`src/rtl/riscv_wb_stage_if.sv`:
```
`default_nettype none
// ============================================================================
// Module      : riscv_wb_stage_if
// Description : MEM->WB instruction slot, data-memory load response and
//               WB->commit result bundle for the RV64I write-back stage.
// Revision    : 1.0 - initial release
// ============================================================================
interface riscv_wb_stage_if;
    logic [63:0] mem_pc;
    logic [31:0] mem_inst;
    logic [63:0] mem_alu_result;
    logic [4:0]  mem_rd_addr;
    logic        mem_wr_en;
    logic        mem_is_load;
    logic        mem_valid;
    logic        dmem_rsp_valid;
    logic [63:0] dmem_rsp_data;
    logic        flush;
    logic        wb_stall;
    logic [63:0] wb_pc;
    logic [31:0] wb_inst;
    logic [63:0] wb_data;
    logic [4:0]  wb_rd_addr;
    logic        wb_wr_en;
    logic        wb_valid;
    logic        wb_exc_valid;
    logic [3:0]  wb_exc_cause;

    modport master (
        output mem_pc, mem_inst, mem_alu_result, mem_rd_addr, mem_wr_en,
               mem_is_load, mem_valid, dmem_rsp_valid, dmem_rsp_data, flush,
        input  wb_stall, wb_pc, wb_inst, wb_data, wb_rd_addr, wb_wr_en,
               wb_valid, wb_exc_valid, wb_exc_cause
    );

    modport slave (
        input  mem_pc, mem_inst, mem_alu_result, mem_rd_addr, mem_wr_en,
               mem_is_load, mem_valid, dmem_rsp_valid, dmem_rsp_data, flush,
        output wb_stall, wb_pc, wb_inst, wb_data, wb_rd_addr, wb_wr_en,
               wb_valid, wb_exc_valid, wb_exc_cause
    );
endinterface
`default_nettype wire

```
`src/rtl/riscv_wb_stage.sv`:
```
`default_nettype none
// ============================================================================
// Module      : riscv_wb_stage
// Description : RV64I write-back stage: load alignment/extension, load-response
//               stall with timeout, load exception flagging, result register.
// Revision    : 1.0 - initial release
// ============================================================================
module riscv_wb_stage #(
    parameter int LOAD_TIMEOUT = 64
) (
    input  logic             clk,
    input  logic             rst_n,
    riscv_wb_stage_if.slave  bus
);
    localparam int                CNT_W    = (LOAD_TIMEOUT > 1) ? $clog2(LOAD_TIMEOUT) : 1;
    localparam logic [CNT_W-1:0]  CNT_LAST = CNT_W'(LOAD_TIMEOUT - 1);
    localparam logic [0:0]        ST_RUN   = 1'b0;
    localparam logic [0:0]        ST_WAIT  = 1'b1;
    localparam logic [3:0]        CAUSE_ILLEGAL   = 4'd2;
    localparam logic [3:0]        CAUSE_MISALIGN  = 4'd4;
    localparam logic [3:0]        CAUSE_ACC_FAULT = 4'd5;

    logic [0:0]       state_q, state_d;
    logic [CNT_W-1:0] cnt_q, cnt_d;

    logic [2:0]  funct3;
    logic [2:0]  off;
    logic        ld;
    logic        ld_slot;
    logic        misalign_raw;
    logic        exc_illegal;
    logic        exc_misalign;
    logic        exc_any;
    logic        timeout;
    logic        stall;
    logic        to_fault;
    logic        retire;
    logic [63:0] shifted;
    logic [63:0] load_data;
    logic [63:0] result;
    logic [3:0]  cause;

    logic [63:0] wb_pc_q, wb_data_q;
    logic [31:0] wb_inst_q;
    logic [4:0]  wb_rd_addr_q;
    logic        wb_wr_en_q, wb_valid_q, wb_exc_valid_q;
    logic [3:0]  wb_exc_cause_q;

    assign funct3  = bus.mem_inst[14:12];
    assign off     = bus.mem_alu_result[2:0];
    assign ld_slot = bus.mem_valid & bus.mem_is_load;
    assign ld      = ld_slot & ~bus.flush;

    always_comb begin
        misalign_raw = 1'b0;
        case (funct3)
            3'b001, 3'b101: misalign_raw = off[0];
            3'b010, 3'b110: misalign_raw = |off[1:0];
            3'b011:         misalign_raw = |off;
            default:        misalign_raw = 1'b0;
        endcase
    end

    assign exc_illegal  = ld_slot & (funct3 == 3'b111);
    assign exc_misalign = ld_slot & ~exc_illegal & misalign_raw;
    assign exc_any      = exc_illegal | exc_misalign;

    // Doubleword response shifted so the addressed byte lands in bits [7:0].
    assign shifted = bus.dmem_rsp_data >> {off, 3'b000};

    always_comb begin
        load_data = bus.dmem_rsp_data;
        case (funct3)
            3'b000:  load_data = {{56{shifted[7]}},  shifted[7:0]};
            3'b100:  load_data = {56'd0,             shifted[7:0]};
            3'b001:  load_data = {{48{shifted[15]}}, shifted[15:0]};
            3'b101:  load_data = {48'd0,             shifted[15:0]};
            3'b010:  load_data = {{32{shifted[31]}}, shifted[31:0]};
            3'b110:  load_data = {32'd0,             shifted[31:0]};
            default: load_data = bus.dmem_rsp_data;
        endcase
    end

    assign result = bus.mem_is_load ? load_data : bus.mem_alu_result;
    assign cause  = exc_illegal ? CAUSE_ILLEGAL :
                    exc_misalign ? CAUSE_MISALIGN : CAUSE_ACC_FAULT;

    // State register
    always_ff @(posedge clk or negedge rst_n) begin
        if (!rst_n) begin
            state_q <= ST_RUN;
            cnt_q   <= '0;
        end else begin
            state_q <= state_d;
            cnt_q   <= cnt_d;
        end
    end

    // Next-state logic
    always_comb begin
        state_d = state_q;
        cnt_d   = cnt_q;
        case (state_q)
            ST_RUN: begin
                if (stall) begin
                    state_d = ST_WAIT;
                    cnt_d   = CNT_W'(1);
                end else begin
                    cnt_d   = '0;
                end
            end
            ST_WAIT: begin
                if (stall) begin
                    cnt_d   = cnt_q + CNT_W'(1);
                end else begin
                    state_d = ST_RUN;
                    cnt_d   = '0;
                end
            end
            default: begin
                state_d = ST_RUN;
                cnt_d   = '0;
            end
        endcase
    end

    // Output logic; a response arriving in the timeout cycle wins over the fault
    always_comb begin
        timeout  = (state_q == ST_WAIT) && (cnt_q == CNT_LAST);
        stall    = ld & ~exc_any & ~bus.dmem_rsp_valid & ~timeout;
        to_fault = ld & ~exc_any & ~bus.dmem_rsp_valid & timeout;
        retire   = bus.mem_valid & ~bus.flush & ~stall;
    end

    always_ff @(posedge clk or negedge rst_n) begin
        if (!rst_n) begin
            wb_valid_q     <= 1'b0;
            wb_exc_valid_q <= 1'b0;
        end else begin
            wb_valid_q     <= retire;
            wb_exc_valid_q <= retire & (exc_any | to_fault);
        end
    end

    always_ff @(posedge clk) begin
        if (retire) begin
            wb_pc_q        <= bus.mem_pc;
            wb_inst_q      <= bus.mem_inst;
            wb_data_q      <= result;
            wb_rd_addr_q   <= bus.mem_rd_addr;
            wb_wr_en_q     <= bus.mem_wr_en & (bus.mem_rd_addr != 5'd0) & ~exc_any & ~to_fault;
            wb_exc_cause_q <= cause;
        end
    end

    assign bus.wb_stall     = stall;
    assign bus.wb_pc        = wb_pc_q;
    assign bus.wb_inst      = wb_inst_q;
    assign bus.wb_data      = wb_data_q;
    assign bus.wb_rd_addr   = wb_rd_addr_q;
    assign bus.wb_wr_en     = wb_wr_en_q;
    assign bus.wb_valid     = wb_valid_q;
    assign bus.wb_exc_valid = wb_exc_valid_q;
    assign bus.wb_exc_cause = wb_exc_cause_q;
endmodule
`default_nettype wire

```
`src/flat_wrapper.sv`:
```
// flat-port wrapper written by rule: the top's interface ports become plain ports
module riscv_wb_stage_flat 
#(
    parameter int LOAD_TIMEOUT = 64
)
  (clk, rst_n, bus_mem_pc, bus_mem_inst, bus_mem_alu_result, bus_mem_rd_addr, bus_mem_wr_en, bus_mem_is_load, bus_mem_valid, bus_dmem_rsp_valid, bus_dmem_rsp_data, bus_flush, bus_wb_stall, bus_wb_pc, bus_wb_inst, bus_wb_data, bus_wb_rd_addr, bus_wb_wr_en, bus_wb_valid, bus_wb_exc_valid, bus_wb_exc_cause);
  riscv_wb_stage_if bus_i ();
  input  logic clk;
  input  logic rst_n;
  input wire logic [$bits(bus_i.mem_pc)-1:0] bus_mem_pc;
  input wire logic [$bits(bus_i.mem_inst)-1:0] bus_mem_inst;
  input wire logic [$bits(bus_i.mem_alu_result)-1:0] bus_mem_alu_result;
  input wire logic [$bits(bus_i.mem_rd_addr)-1:0] bus_mem_rd_addr;
  input wire logic [$bits(bus_i.mem_wr_en)-1:0] bus_mem_wr_en;
  input wire logic [$bits(bus_i.mem_is_load)-1:0] bus_mem_is_load;
  input wire logic [$bits(bus_i.mem_valid)-1:0] bus_mem_valid;
  input wire logic [$bits(bus_i.dmem_rsp_valid)-1:0] bus_dmem_rsp_valid;
  input wire logic [$bits(bus_i.dmem_rsp_data)-1:0] bus_dmem_rsp_data;
  input wire logic [$bits(bus_i.flush)-1:0] bus_flush;
  output wire logic [$bits(bus_i.wb_stall)-1:0] bus_wb_stall;
  output wire logic [$bits(bus_i.wb_pc)-1:0] bus_wb_pc;
  output wire logic [$bits(bus_i.wb_inst)-1:0] bus_wb_inst;
  output wire logic [$bits(bus_i.wb_data)-1:0] bus_wb_data;
  output wire logic [$bits(bus_i.wb_rd_addr)-1:0] bus_wb_rd_addr;
  output wire logic [$bits(bus_i.wb_wr_en)-1:0] bus_wb_wr_en;
  output wire logic [$bits(bus_i.wb_valid)-1:0] bus_wb_valid;
  output wire logic [$bits(bus_i.wb_exc_valid)-1:0] bus_wb_exc_valid;
  output wire logic [$bits(bus_i.wb_exc_cause)-1:0] bus_wb_exc_cause;
  assign bus_i.mem_pc = bus_mem_pc;
  assign bus_i.mem_inst = bus_mem_inst;
  assign bus_i.mem_alu_result = bus_mem_alu_result;
  assign bus_i.mem_rd_addr = bus_mem_rd_addr;
  assign bus_i.mem_wr_en = bus_mem_wr_en;
  assign bus_i.mem_is_load = bus_mem_is_load;
  assign bus_i.mem_valid = bus_mem_valid;
  assign bus_i.dmem_rsp_valid = bus_dmem_rsp_valid;
  assign bus_i.dmem_rsp_data = bus_dmem_rsp_data;
  assign bus_i.flush = bus_flush;
  assign bus_wb_stall = bus_i.wb_stall;
  assign bus_wb_pc = bus_i.wb_pc;
  assign bus_wb_inst = bus_i.wb_inst;
  assign bus_wb_data = bus_i.wb_data;
  assign bus_wb_rd_addr = bus_i.wb_rd_addr;
  assign bus_wb_wr_en = bus_i.wb_wr_en;
  assign bus_wb_valid = bus_i.wb_valid;
  assign bus_wb_exc_valid = bus_i.wb_exc_valid;
  assign bus_wb_exc_cause = bus_i.wb_exc_cause;
  riscv_wb_stage #(.LOAD_TIMEOUT(LOAD_TIMEOUT)) u_core (.clk(clk), .rst_n(rst_n), .bus(bus_i));
endmodule
```
`config.mk`:
```
export PLATFORM = sky130hd
export DESIGN_NAME = riscv_wb_stage_flat
export DESIGN_NICKNAME = d
export VERILOG_FILES = /design/src/rtl/riscv_wb_stage_if.sv /design/src/rtl/riscv_wb_stage.sv /design/src/flat_wrapper.sv
export SDC_FILE = /design/constraint.sdc
export NUM_CORES = 1
export LEC_CHECK = 0
export ABC_CLOCK_PERIOD_IN_PS = 17350
export CAP_MARGIN = 20
export CORE_AREA = 4 4 157 159
export DETAILED_ROUTE_END_ITERATION = 8
export DIE_AREA = 0 0 161 163
export DONT_BUFFER_PORTS = 1
export PLACE_DENSITY = 0.49
export SYNTH_ARGS = -nofsm -noshare
export SYNTH_HDL_FRONTEND = slang
export SYNTH_SLANG_ARGS = --single-unit
```
`constraint.sdc`:
```
create_clock -name clk -period 17.35 [get_ports clk]
set_input_delay 3.47 -clock clk [delete_from_list [all_inputs] [get_ports clk]]
set_output_delay 3.47 -clock clk [all_outputs]
set_load 0.02 [all_outputs]
```
==> run summary <==
Tcrit/Tclk final - 45.1%
Post-Synth XOR/XNOR Area - 0.422%
Seq/Total Area, Yosys - 63.8%
io pins - 409
commonest non-fill, non-tap cell in the layout - edfxtp_1
area of the multi-input gates - 0.00276 mm2
Leak Pwr - 3.08 nW
post-CTS setup buffer count - 0
Compound-Gate Fraction of Synth Area - 13.0%
Post-synth EDFFs - 169
Skew-Pair Late Insertion Delay - 0.43 ns
Final Hold Vio Count - 0
CP startpoint - bus_mem_alu_result[2]
Post-route DRC - 0
setup violators final - 0
Synth Register Bits - 178
VDD IR-drop max - 0.0552 mV
Starting Density - 35.7%
GP Congestion - 0.819
IO buf count - 0
Hold Path Origin - u_core.cnt_q[0]
largest fanout on the critical path - 47
Syn. warnings - 0
WL/cell - 28.3 um
CTS Buf Count - 17
DP Wirelength - 20,700 um
max-cap violation count - 0
Clock Tree Root - clkbuf_16
largest area contributor in the netlist - edfxtp_1
vias in the first global route - 5,316
# clock sinks - 178
Mapped Cells - 667
Slew Limit Headroom - 32.4%
row count - 56
Adder-Cell Fraction of Synth Area - 0.151%
top post-synthesis cells by area - edfxtp_1 (61%), mux2i_1 (5.1%), nand2_1 (3.8%), nor2_1 (2.9%), dfrtp_1 (2.7%)
CP endpoint kind - output port
CTS hold repair buffers - 0
PostCTS Resize Cnt - 0
final hold slack - 0.515 ns
antenna violations before repair - 1
mean post-synth cell area - 12.5 um2
H-tree levels - 4
RSZ-0062 raised after global routing - no
register area - 0.00530 mm2
crit path DAT - 4.36 ns
first-pass GRT wire length - 38,400 um
DRT Wirelength - 27,600 um
CTS tree - done
TritonRoute pass-1 iters - 5
Slew Viols, Final - 0
worst path required time - 13.88 ns
top cell type's share of synthesized area - 61.1%
number of vias per cell - 5.68
mux cell area share after synthesis - 8.67%
GRT overflow - 0
Die Ht - 163 um
worst setup path class - primary input to output port
status - finished, final reports clean
largest family of logic cells by synthesized area - compound AO/OA/AOI/OAI gates
number of nets in the layout - 878
vias after detailed routing - 5,529
asr flop ratio synth - 5.06%
area grow syn2layout - 10.4%
Syn Nets - 904
Critical R2R Launch - u_core.cnt_q[0]
Die ar. - 0.0262 mm2
setup_tns - 0 ns
Final Critical Period - 7.83 ns
Reg clk slew, reported paths - 0.08 ns
GRT Util Overall - 19.9%
clk buf depth - 2
HP Class - flop to flop
Clock Skew - 0.0150 ns
library cells used by synthesis - 53
layout cells sized above 1 - 9.79%
reg-to-reg slack, setup - 13.98 ns
ratio of total power to cell area - 109 mW/mm2
largest net degree at the start of global routing - 133
Fillers - 2,275
achievable frequency - 128 MHz
Setup crit start kind - primary input
area of the mapped netlist - 0.00831 mm2
Most used DFF post-synth - edfxtp_1
DR iter-0 viols - 521
area of the core - 0.0233 mm2
post-route ant nets - 0
die width - 161 um
commonest non-fill, non-tap cells in the layout - edfxtp_1 (169), nand2_1 (84), nor2_1 (64)
Post-Synth Simple-Gate Area - 10.8%
Worst-Margin Slew - 1.01 ns
## per-stage QoR
step | instances | utilization, % | setup WS [ns] | power [mW] | cell area (um2)
finish | 974 | 39.4 | 9.52 | 1.00 | 9170
detailed placement | 941 | 36.7 | 9.51 | 0.611 | 8540
global placement | 941 | 36.7 | 9.53 | 0.610 | 8540
global route | 974 | 39.4 | 9.45 | 1.04 | 9170
CTS | 973 | 39.4 | 9.51 | 1.01 | 9170
floorplan | 667 | - | 5.70 | 0.603 | 8310
## path summary, 6_finish.rpt
kind	endpoint	cells past startpoint
max reg2reg	u_core.bus.wb_pc[40]	7
max	bus_wb_stall	3
min in group asynchronous	u_core.state_q	0
min	u_core.cnt_q[0]	1
max in group asynchronous	u_core.cnt_q[3]	0
min reg2reg	u_core.cnt_q[0]	1
## area by class of cell
type	instances	area share, %
antenna	1	0.0273
sequential	178	57.8
tap	319	4.35
timing repair buffer	6	0.491
multi-input combinational	430	30.1
clock inverter	15	2.26
inverter	8	0.327
clock buffer	17	4.64
## logic make-up (layout without fill, tap and decap cells)
| group | count (synthesis) | count (layout) |
|---|---|---|
| xor gates and xnor gates | 4 | 4 |
| buffers and inverters | 59 | 46 |
| AOI/OAI and AO/OA | 164 | 164 |
| DFF | 178 | 178 |
| adders and majority gates | 1 | 1 |
| and+or+nand+nor | 200 | 200 |
| other | 1 | 2 |
| muxes | 60 | 60 |
## synth_stat cells, types with 2 or more instances
cell and number:
buf_6 3, buf_4 2, and2_1 7, xnor2_1 2, or4_1 2, nor2_1 64, o21ai_0 10, edfxtp_1 169
o21a_1 2, a31oi_1 34, a21oi_1 39, xor2_1 2, mux2_4 2, nor2b_1 8, a211oi_1 12, nand3_1 7
nand2b_1 16, o211ai_1 14, mux4_2 8, dfrtp_1 9, o22ai_1 35, and3_1 2, inv_1 8, mux2_2 8
nand2_1 84, mux2i_1 42, buf_2 11, a311oi_1 6, and3b_1 2, clkbuf_1 34
## registers in the layout, summed over array words and instances (netlist names), 3 cells and up
signal,flops
u_core.bus.wb_inst,32
u_core.bus.wb_exc_cause,3
u_core.cnt_q,6
u_core.bus.wb_pc,64
u_core.bus.wb_data,64
u_core.bus.wb_rd_addr,5
## per-layer routing
metal  global-route usage (%)  vias to the layer above  routed length (um)
met5                        0                        -                   0
met4                     5.43                        0                 395
met3                     7.19                       20                2810
met2                     34.3                      322               14000
met1                     23.6                     2711               10400
li1                         -                     2476                   -
## worst max-delay path, cell delays in order
cell	delay [ns]
o21a_1	0.16
o21ai_0	0.24
and3b_1	0.48
## power by group
group	internal [mW]	leakage (nW)	switching [mW]
sequential	0.498	1.71	0.0329
combinational	0.0295	1.07	0.0408
clock	0.199	0.299	0.200
No activity file was read; power rests on OpenSTA's default activity.
